`src/rtl/uart_pkg.sv`:
```
// Shared definitions for the UART receive path: FSM encoding, default
// frame geometry and the line levels that delimit a frame.
package uart_pkg;

    typedef enum logic [2:0] {
        IDLE   = 3'd0,
        START  = 3'd1,
        DATA   = 3'd2,
        PARITY = 3'd3,
        STOP   = 3'd4
    } state_t;

    localparam int DEFAULT_DATA_WIDTH = 8;
    localparam int DEFAULT_OVERSAMPLE = 16;

    localparam logic START_LEVEL = 1'b0;
    localparam logic STOP_LEVEL  = 1'b1;
    localparam logic IDLE_LEVEL  = 1'b1;

endpackage

```
`src/rtl/uart_rx_sync.sv`:
```
// Brings the asynchronous serial line into the rx_clk domain and flags the
// idle-to-start transition used to open a frame.
module uart_rx_sync
    import uart_pkg::*;
(
    input  logic rx_clk,
    input  logic rst,
    input  logic line,
    output logic line_sync,
    output logic fall_edge
);

    logic meta;
    logic prev;

    // Flops reset to the idle level so leaving reset never looks like a start edge.
    always_ff @(posedge rx_clk or posedge rst) begin
        if (rst) begin
            meta      <= IDLE_LEVEL;
            line_sync <= IDLE_LEVEL;
            prev      <= IDLE_LEVEL;
        end else begin
            meta      <= line;
            line_sync <= meta;
            prev      <= line_sync;
        end
    end

    assign fall_edge = (prev == IDLE_LEVEL) && (line_sync == START_LEVEL);

endmodule

```
`src/rtl/uart_rx.sv`:
```
// Oversampling UART receiver: start, DATA_WIDTH bits LSB first, optional even
// parity, one stop bit. Each frame ends with a one-cycle rx_valid pulse.
module uart_rx
    import uart_pkg::*;
#(
    parameter int DATA_WIDTH = DEFAULT_DATA_WIDTH,
    parameter int OVERSAMPLE = DEFAULT_OVERSAMPLE
) (
    input  logic                  rx_clk,
    input  logic                  rst,
    input  logic                  rx_enable,
    input  logic                  parity_enable,
    input  logic                  rx_serial_in,
    output logic [DATA_WIDTH-1:0] rx_data,
    output logic                  rx_valid,
    output logic                  parity_error,
    output logic                  framing_error,
    output logic                  busy
);

    localparam int SW = $clog2(OVERSAMPLE);
    localparam int BW = (DATA_WIDTH > 1) ? $clog2(DATA_WIDTH) : 1;
    localparam logic [SW-1:0] MID_START   = SW'(OVERSAMPLE / 2 - 1);
    localparam logic [SW-1:0] SAMPLE_LAST = SW'(OVERSAMPLE - 1);
    localparam logic [BW-1:0] BIT_LAST    = BW'(DATA_WIDTH - 1);

    logic                  line_sync;
    logic                  fall_edge;
    state_t                state;
    logic [SW-1:0]         sample_cnt;
    logic [BW-1:0]         bit_cnt;
    logic [DATA_WIDTH-1:0] shift;
    logic                  par_en_q;
    logic                  perr;
    logic                  sample_tick;

    uart_rx_sync u_sync (
        .rx_clk    (rx_clk),
        .rst       (rst),
        .line      (rx_serial_in),
        .line_sync (line_sync),
        .fall_edge (fall_edge)
    );

    // Once centred on the start bit, every later sample lands one full bit period on.
    assign sample_tick = (sample_cnt == SAMPLE_LAST);

    always_ff @(posedge rx_clk or posedge rst) begin
        if (rst) begin
            state         <= IDLE;
            sample_cnt    <= '0;
            bit_cnt       <= '0;
            shift         <= '0;
            par_en_q      <= 1'b0;
            perr          <= 1'b0;
            rx_data       <= '0;
            rx_valid      <= 1'b0;
            parity_error  <= 1'b0;
            framing_error <= 1'b0;
            busy          <= 1'b0;
        end else begin
            rx_valid <= 1'b0;
            if (!rx_enable) begin
                state      <= IDLE;
                busy       <= 1'b0;
                sample_cnt <= '0;
                bit_cnt    <= '0;
            end else begin
                case (state)
                    IDLE: begin
                        if (fall_edge) begin
                            state      <= START;
                            busy       <= 1'b1;
                            sample_cnt <= '0;
                            par_en_q   <= parity_enable;
                        end
                    end
                    START: begin
                        if (sample_cnt == MID_START) begin
                            sample_cnt <= '0;
                            if (line_sync == START_LEVEL) begin
                                state   <= DATA;
                                bit_cnt <= '0;
                            end else begin
                                state <= IDLE;
                                busy  <= 1'b0;
                            end
                        end else begin
                            sample_cnt <= sample_cnt + 1'b1;
                        end
                    end
                    DATA: begin
                        if (sample_tick) begin
                            sample_cnt <= '0;
                            shift      <= (shift >> 1) | (DATA_WIDTH'(line_sync) << (DATA_WIDTH - 1));
                            if (bit_cnt == BIT_LAST) begin
                                bit_cnt <= '0;
                                perr    <= 1'b0;
                                state   <= par_en_q ? PARITY : STOP;
                            end else begin
                                bit_cnt <= bit_cnt + 1'b1;
                            end
                        end else begin
                            sample_cnt <= sample_cnt + 1'b1;
                        end
                    end
                    PARITY: begin
                        if (sample_tick) begin
                            sample_cnt <= '0;
                            perr       <= line_sync ^ (^shift);
                            state      <= STOP;
                        end else begin
                            sample_cnt <= sample_cnt + 1'b1;
                        end
                    end
                    STOP: begin
                        if (sample_tick) begin
                            // Back to IDLE at mid-stop so a following start edge is seen in time.
                            sample_cnt    <= '0;
                            state         <= IDLE;
                            busy          <= 1'b0;
                            rx_data       <= shift;
                            parity_error  <= perr;
                            framing_error <= (line_sync != STOP_LEVEL);
                            rx_valid      <= 1'b1;
                        end else begin
                            sample_cnt <= sample_cnt + 1'b1;
                        end
                    end
                    default: begin
                        state <= IDLE;
                        busy  <= 1'b0;
                    end
                endcase
            end
        end
    end

endmodule

```
`config.mk`:
```
export PLATFORM = sky130hd
export DESIGN_NAME = uart_rx
export DESIGN_NICKNAME = d
export VERILOG_FILES = /design/src/rtl/uart_pkg.sv /design/src/rtl/uart_rx_sync.sv /design/src/rtl/uart_rx.sv
export SDC_FILE = /design/constraint.sdc
export NUM_CORES = 1
export LEC_CHECK = 0
export CAP_MARGIN = 25
export CELL_PAD_IN_SITES_DETAIL_PLACEMENT = 0
export CELL_PAD_IN_SITES_GLOBAL_PLACEMENT = 1
export CORE_ASPECT_RATIO = 1.5
export CORE_MARGIN = 2
export CORE_UTILIZATION = 45
export CTS_CLUSTER_SIZE = 12
export DETAILED_ROUTE_END_ITERATION = 10
export PLACE_DENSITY_LB_ADDON = 0.1
export REMOVE_ABC_BUFFERS = 1
export SETUP_SLACK_MARGIN = 0.1
export SLEW_MARGIN = 10
export SYNTH_ARGS = -nofsm -noshare
export SYNTH_HDL_FRONTEND = slang
export SYNTH_SLANG_ARGS = --single-unit
```
`constraint.sdc`:
```
create_clock -name rx_clk -period 2.2 [get_ports rx_clk]
set_input_delay 0.44 -clock rx_clk [delete_from_list [all_inputs] [get_ports rx_clk]]
set_output_delay 0.44 -clock rx_clk [all_outputs]
set_load 0.02 [all_outputs]
```
==> results of run 1 <==
==> worst min path at each step <==
stage | startpoint | end | slack (ns) | depth (start not counted)
3_5_place_dp | u_sync.meta$_DFF_PP1_ | u_sync.line_sync$_DFF_PP1_ | 0.36 | 0
5_1_grt | u_sync.meta$_DFF_PP1_ | u_sync.line_sync$_DFF_PP1_ | 0.37 | 0
2_1_floorplan | u_sync.meta$_DFF_PP1_ | u_sync.line_sync$_DFF_PP1_ | 0.35 | 0
3_3_place_gp | u_sync.meta$_DFF_PP1_ | u_sync.line_sync$_DFF_PP1_ | 0.35 | 0
4_1_cts | u_sync.meta$_DFF_PP1_ | u_sync.line_sync$_DFF_PP1_ | 0.37 | 0
6_report | u_sync.meta$_DFF_PP1_ | u_sync.line_sync$_DFF_PP1_ | 0.36 | 0
==> flip-flops by register name, summed over array words and instances, names as in the netlist <==
register,cells
parity_error,1
framing_error,1
bit_cnt,3
par_en_q,1
sample_cnt,4
perr,1
shift,8
rx_valid,1
u_sync.meta,1
u_sync.prev,1
rx_data,8
state,3
u_sync.line_sync,1
busy,1
==> cell families (layout without fill, tap and decap cells) <==
logic type | after synthesis | in the layout | share of synthesized area (%)
and+or+nand+nor | 46 | 46 | 15.6
buffers and inverters | 12 | 36 | 5.21
adders and majority gates | 3 | 3 | 2.09
xor gates and xnor gates | 8 | 8 | 4.66
AOI/OAI and AO/OA | 23 | 23 | 9.87
muxes | 22 | 22 | 13.6
DFF | 35 | 35 | 48.9
==> stage by stage <==
stage	setup WS (ns)	total power (uW)	cell area, sq um	hold WS [ns]	util, %
2_1_floorplan	0.461	1000	1720	0.345	-
4_1_cts	0.295	1620	2100	0.365	53.9
3_5_place_dp	0.196	1120	2000	0.356	51.4
5_1_grt	0.160	1700	2100	0.370	53.9
3_3_place_gp	0.213	1110	2000	0.347	51.4
6_report	0.297	1600	2100	0.362	53.9
==> placed cells by master, fill, tap and decap left out, drive strengths merged, types with 2 or more instances in the layout <==
master,instances
a21oi,3
and2b,2
and3,2
buf,8
clkbuf,8
clkdlybuf4s50,16
dfrtp,32
dfstp,3
ha,3
inv,4
mux2,20
mux2i,2
nand2,10
nand3,6
nand3b,2
nor2,5
nor2b,3
nor3b,5
o211ai,2
o21a,2
o21ai,6
o311ai,2
or2b,2
or3,2
xnor2,4
xor2,3
==> power by group through the flow <==
stage | sequential (uW) | clock, uW | combinational [uW]
global placement | 768 | 0 | 344
floorplan | 757 | 0 | 245
CTS | 758 | 509 | 352
finish | 759 | 493 | 348
detailed placement | 770 | 0 | 349
global route | 768 | 538 | 390
==> cell type report <==
cell class / count / area [sq um] / share of cell area, %
clock buffers: 8 / 100 / 4.77
inverters: 4 / 15.0 / 0.716
multi-input cells: 102 / 826 / 39.4
flip-flops and latches: 35 / 880 / 41.9
well taps: 45 / 56.3 / 2.68
repair buffers: 24 / 220 / 10.5
==> per-layer routing <==
layer | routed length [um] | up-vias | track usage, %
met4 | 44 | 0 | 7.56
met1 | 1400 | 593 | 19.3
li1 | - | 584 | -
met3 | 91 | 4 | 3.94
met2 | 1800 | 15 | 28.8
met5 | 0 | - | 0
==> impl_metrics.csv, run 1 <==
group,metric,value,unit
yosys,synthArstFlopShare,100,%
yosys,netlist_top_cells_area,"sky130_fd_sc_hd__dfrtp_1, sky130_fd_sc_hd__mux2_2, sky130_fd_sc_hd__dfstp_2, sky130_fd_sc_hd__buf_6, sky130_fd_sc_hd__ha_1",
global_route,grt_max_degree,36,
yosys,synth_top_area_cell,"sky130_fd_sc_hd__dfrtp_1",
timing,worst_slew_margin_rel,62.1,%
routing,detailedRoute.firstPassIterationCount,4,
global_route,antenna_violations_before_repair,0,
cells_and_area,antenna_cells_inserted,0,
global_route,gr-usage-all-layers,16.5,%
routing,drt-initial-drc-count,30,
power_and_ir_drop,sequentialPowerShare,47.5,%
clock_tree,cts_hold_buf,0,
setup_path,timing.critical_path.slowest_stage_cell,"sky130_fd_sc_hd__or3_4",
global_route,grt_overflow,0,
timing,clock-skew-final,0.00477,ns
setup_path,cp.buffers_inverters,0,
clock_tree,root_buffer,"sky130_fd_sc_hd__clkbuf_8",
cells_and_area,fraction_of_layout_cells_with_a_size_suffix_above_1,28.3,%
die,initial_utilization,46.3,%
routing,vias_per_cell,5.49,
place,place.detailed.hpwl,2470,um
yosys,synthDistinctLibCells,49,
clock_tree,max-clock-path-buffers,2,
cells_and_area,layout.nets,180,
power_and_ir_drop,combinationalPowerShare,21.7,%
clock_tree,clk_pin_slew_worst_paths,0.07,ns
yosys,yosys.cell_count.top_type,"sky130_fd_sc_hd__dfrtp_1",
timing,final_max_slew_viol_count,0,
timing,timing.fmax,0.526,GHz
yosys,yosys_warnings,0,
routing,route.antenna.remaining_nets,0,
timing,setup_total_negative_slack,0,ns
setup_path,critical_path_required,2.37,ns
cells_and_area,synthToLayoutAreaGrowth,16.6,%
die,rows,28,
setup_path,worstSetupPathType,"register to register",
power_and_ir_drop,ir_worst_vdd,599,uV
clock_tree,tritoncts,"built",
place,placed_cells,210,
timing,layout_min_cycle_time,1.90,ns
clock_tree,clock_tree.htree_level_count,2,
power_and_ir_drop,netSwitchingPower,454,uW
setup_path,critical_path_depth,5,
die,design.core.area,0.00389,sq mm
power_and_ir_drop,powerDensity,763,mW/mm^2
power_and_ir_drop,internal-power,1150,uW
power_and_ir_drop,share_clk_of_total_power,30.8,%
setup_path,timing.reg2reg.worst_path_depth,5,
setup_path,worstPathMaxFanout,7,
setup_path,reg2reg_start,"sample_cnt[0]$_DFFE_PP0P_",
routing,drt_wl_total,3340,um
setup_path,cpLargestDelayFamily,"simple AND/OR/NAND/NOR gates",
place,io_buffer_count,16,
routing,post_drt_wl_per_cell,15.3,um
timing,period_share,86.5,%
hold_path,hold_path.class,"register to register",
clock_tree,number_of_sinks_handled_by_clock_tree_synthesis,35,
place,place.gp.congestion,0.775,
timing,grt_setup_unrepaired,"false",
die,die_w,55.6,um
setup_path,end_kind,"register",
clock_tree,tritoncts.num_buffers,5,
yosys,synth_seq_area_share,48.9,%
global_route,grt_pass1_wl,5770,um
setup_path,timing.critical_path.cells,"ha_1, and3_1, a21oi_2, or3_4, o41ai_2",
routing,route.vias.total,1196,
yosys,syn-instance-count,149,
cells_and_area,instances_no_fill,218,
setup_path,cp_data_arrival_time,2.07,ns
setup_path,r2r_end,"state[0]$_DFFE_PP0P_",
setup_path,cpPeakStageDelay,0.41,ns
timing,hold_viol_final,0,
clock_tree,cts-resized-gates,0,
yosys,synth.avg_cell_area,12.1,sq um
routing,number_of_drc_violations_after_detailed_routing,0,
setup_path,setup.worst_path.start_class,"register",
power_and_ir_drop,switching_part_of_the_total,28.4,%
yosys,synth.top_cells.by_count,"sky130_fd_sc_hd__dfrtp_1, sky130_fd_sc_hd__mux2_2, sky130_fd_sc_hd__nand2_1",
yosys,ys_seq_elements,35,
yosys,synthesis.area,0.00180,sq mm
job,maxCapViolations,0,
power_and_ir_drop,leakagePower,0.000980,uW
setup_path,r2r_slack,0.30,ns
yosys,yosysTopAreaCellShare,44.5,%
global_route,grt_pass1_vias,1276,
clock_tree,cts_setup_buffers,0,
yosys,post_synth_edffs,0,
die,die-area,0.00453,sq mm
setup_path,timing.critical_path.from,"sample_cnt[0]$_DFFE_PP0P_",
cells_and_area,n_fill_cell,327,
die,pin_count,17,
timing,worst-slew-pin-transition,0.555,ns
timing,setup_violations,0,
clock_tree,clk-insertion-delay-late,0.27,ns
run_status,outcome,"completed",
yosys,synth_top_flop_cell,"sky130_fd_sc_hd__dfrtp_1",
setup_path,cp-endpoint,"state[0]$_DFFE_PP0P_",
die,die_h,81.4,um
No activity file was read; power rests on OpenSTA's default activity.
==> run 2, diff against run 1 <==
--- a/config.mk
+++ b/config.mk
@@ -11,6 +11,7 @@
 export CORE_ASPECT_RATIO = 1.5
 export CORE_MARGIN = 2
 export CORE_UTILIZATION = 45
+export CTS_CLUSTER_DIAMETER = 40
 export CTS_CLUSTER_SIZE = 12
 export DETAILED_ROUTE_END_ITERATION = 10
 export PLACE_DENSITY_LB_ADDON = 0.1
==> results of run 2 <==
Same layout as run 1: the final DEF is identical, and so are final timing and power.
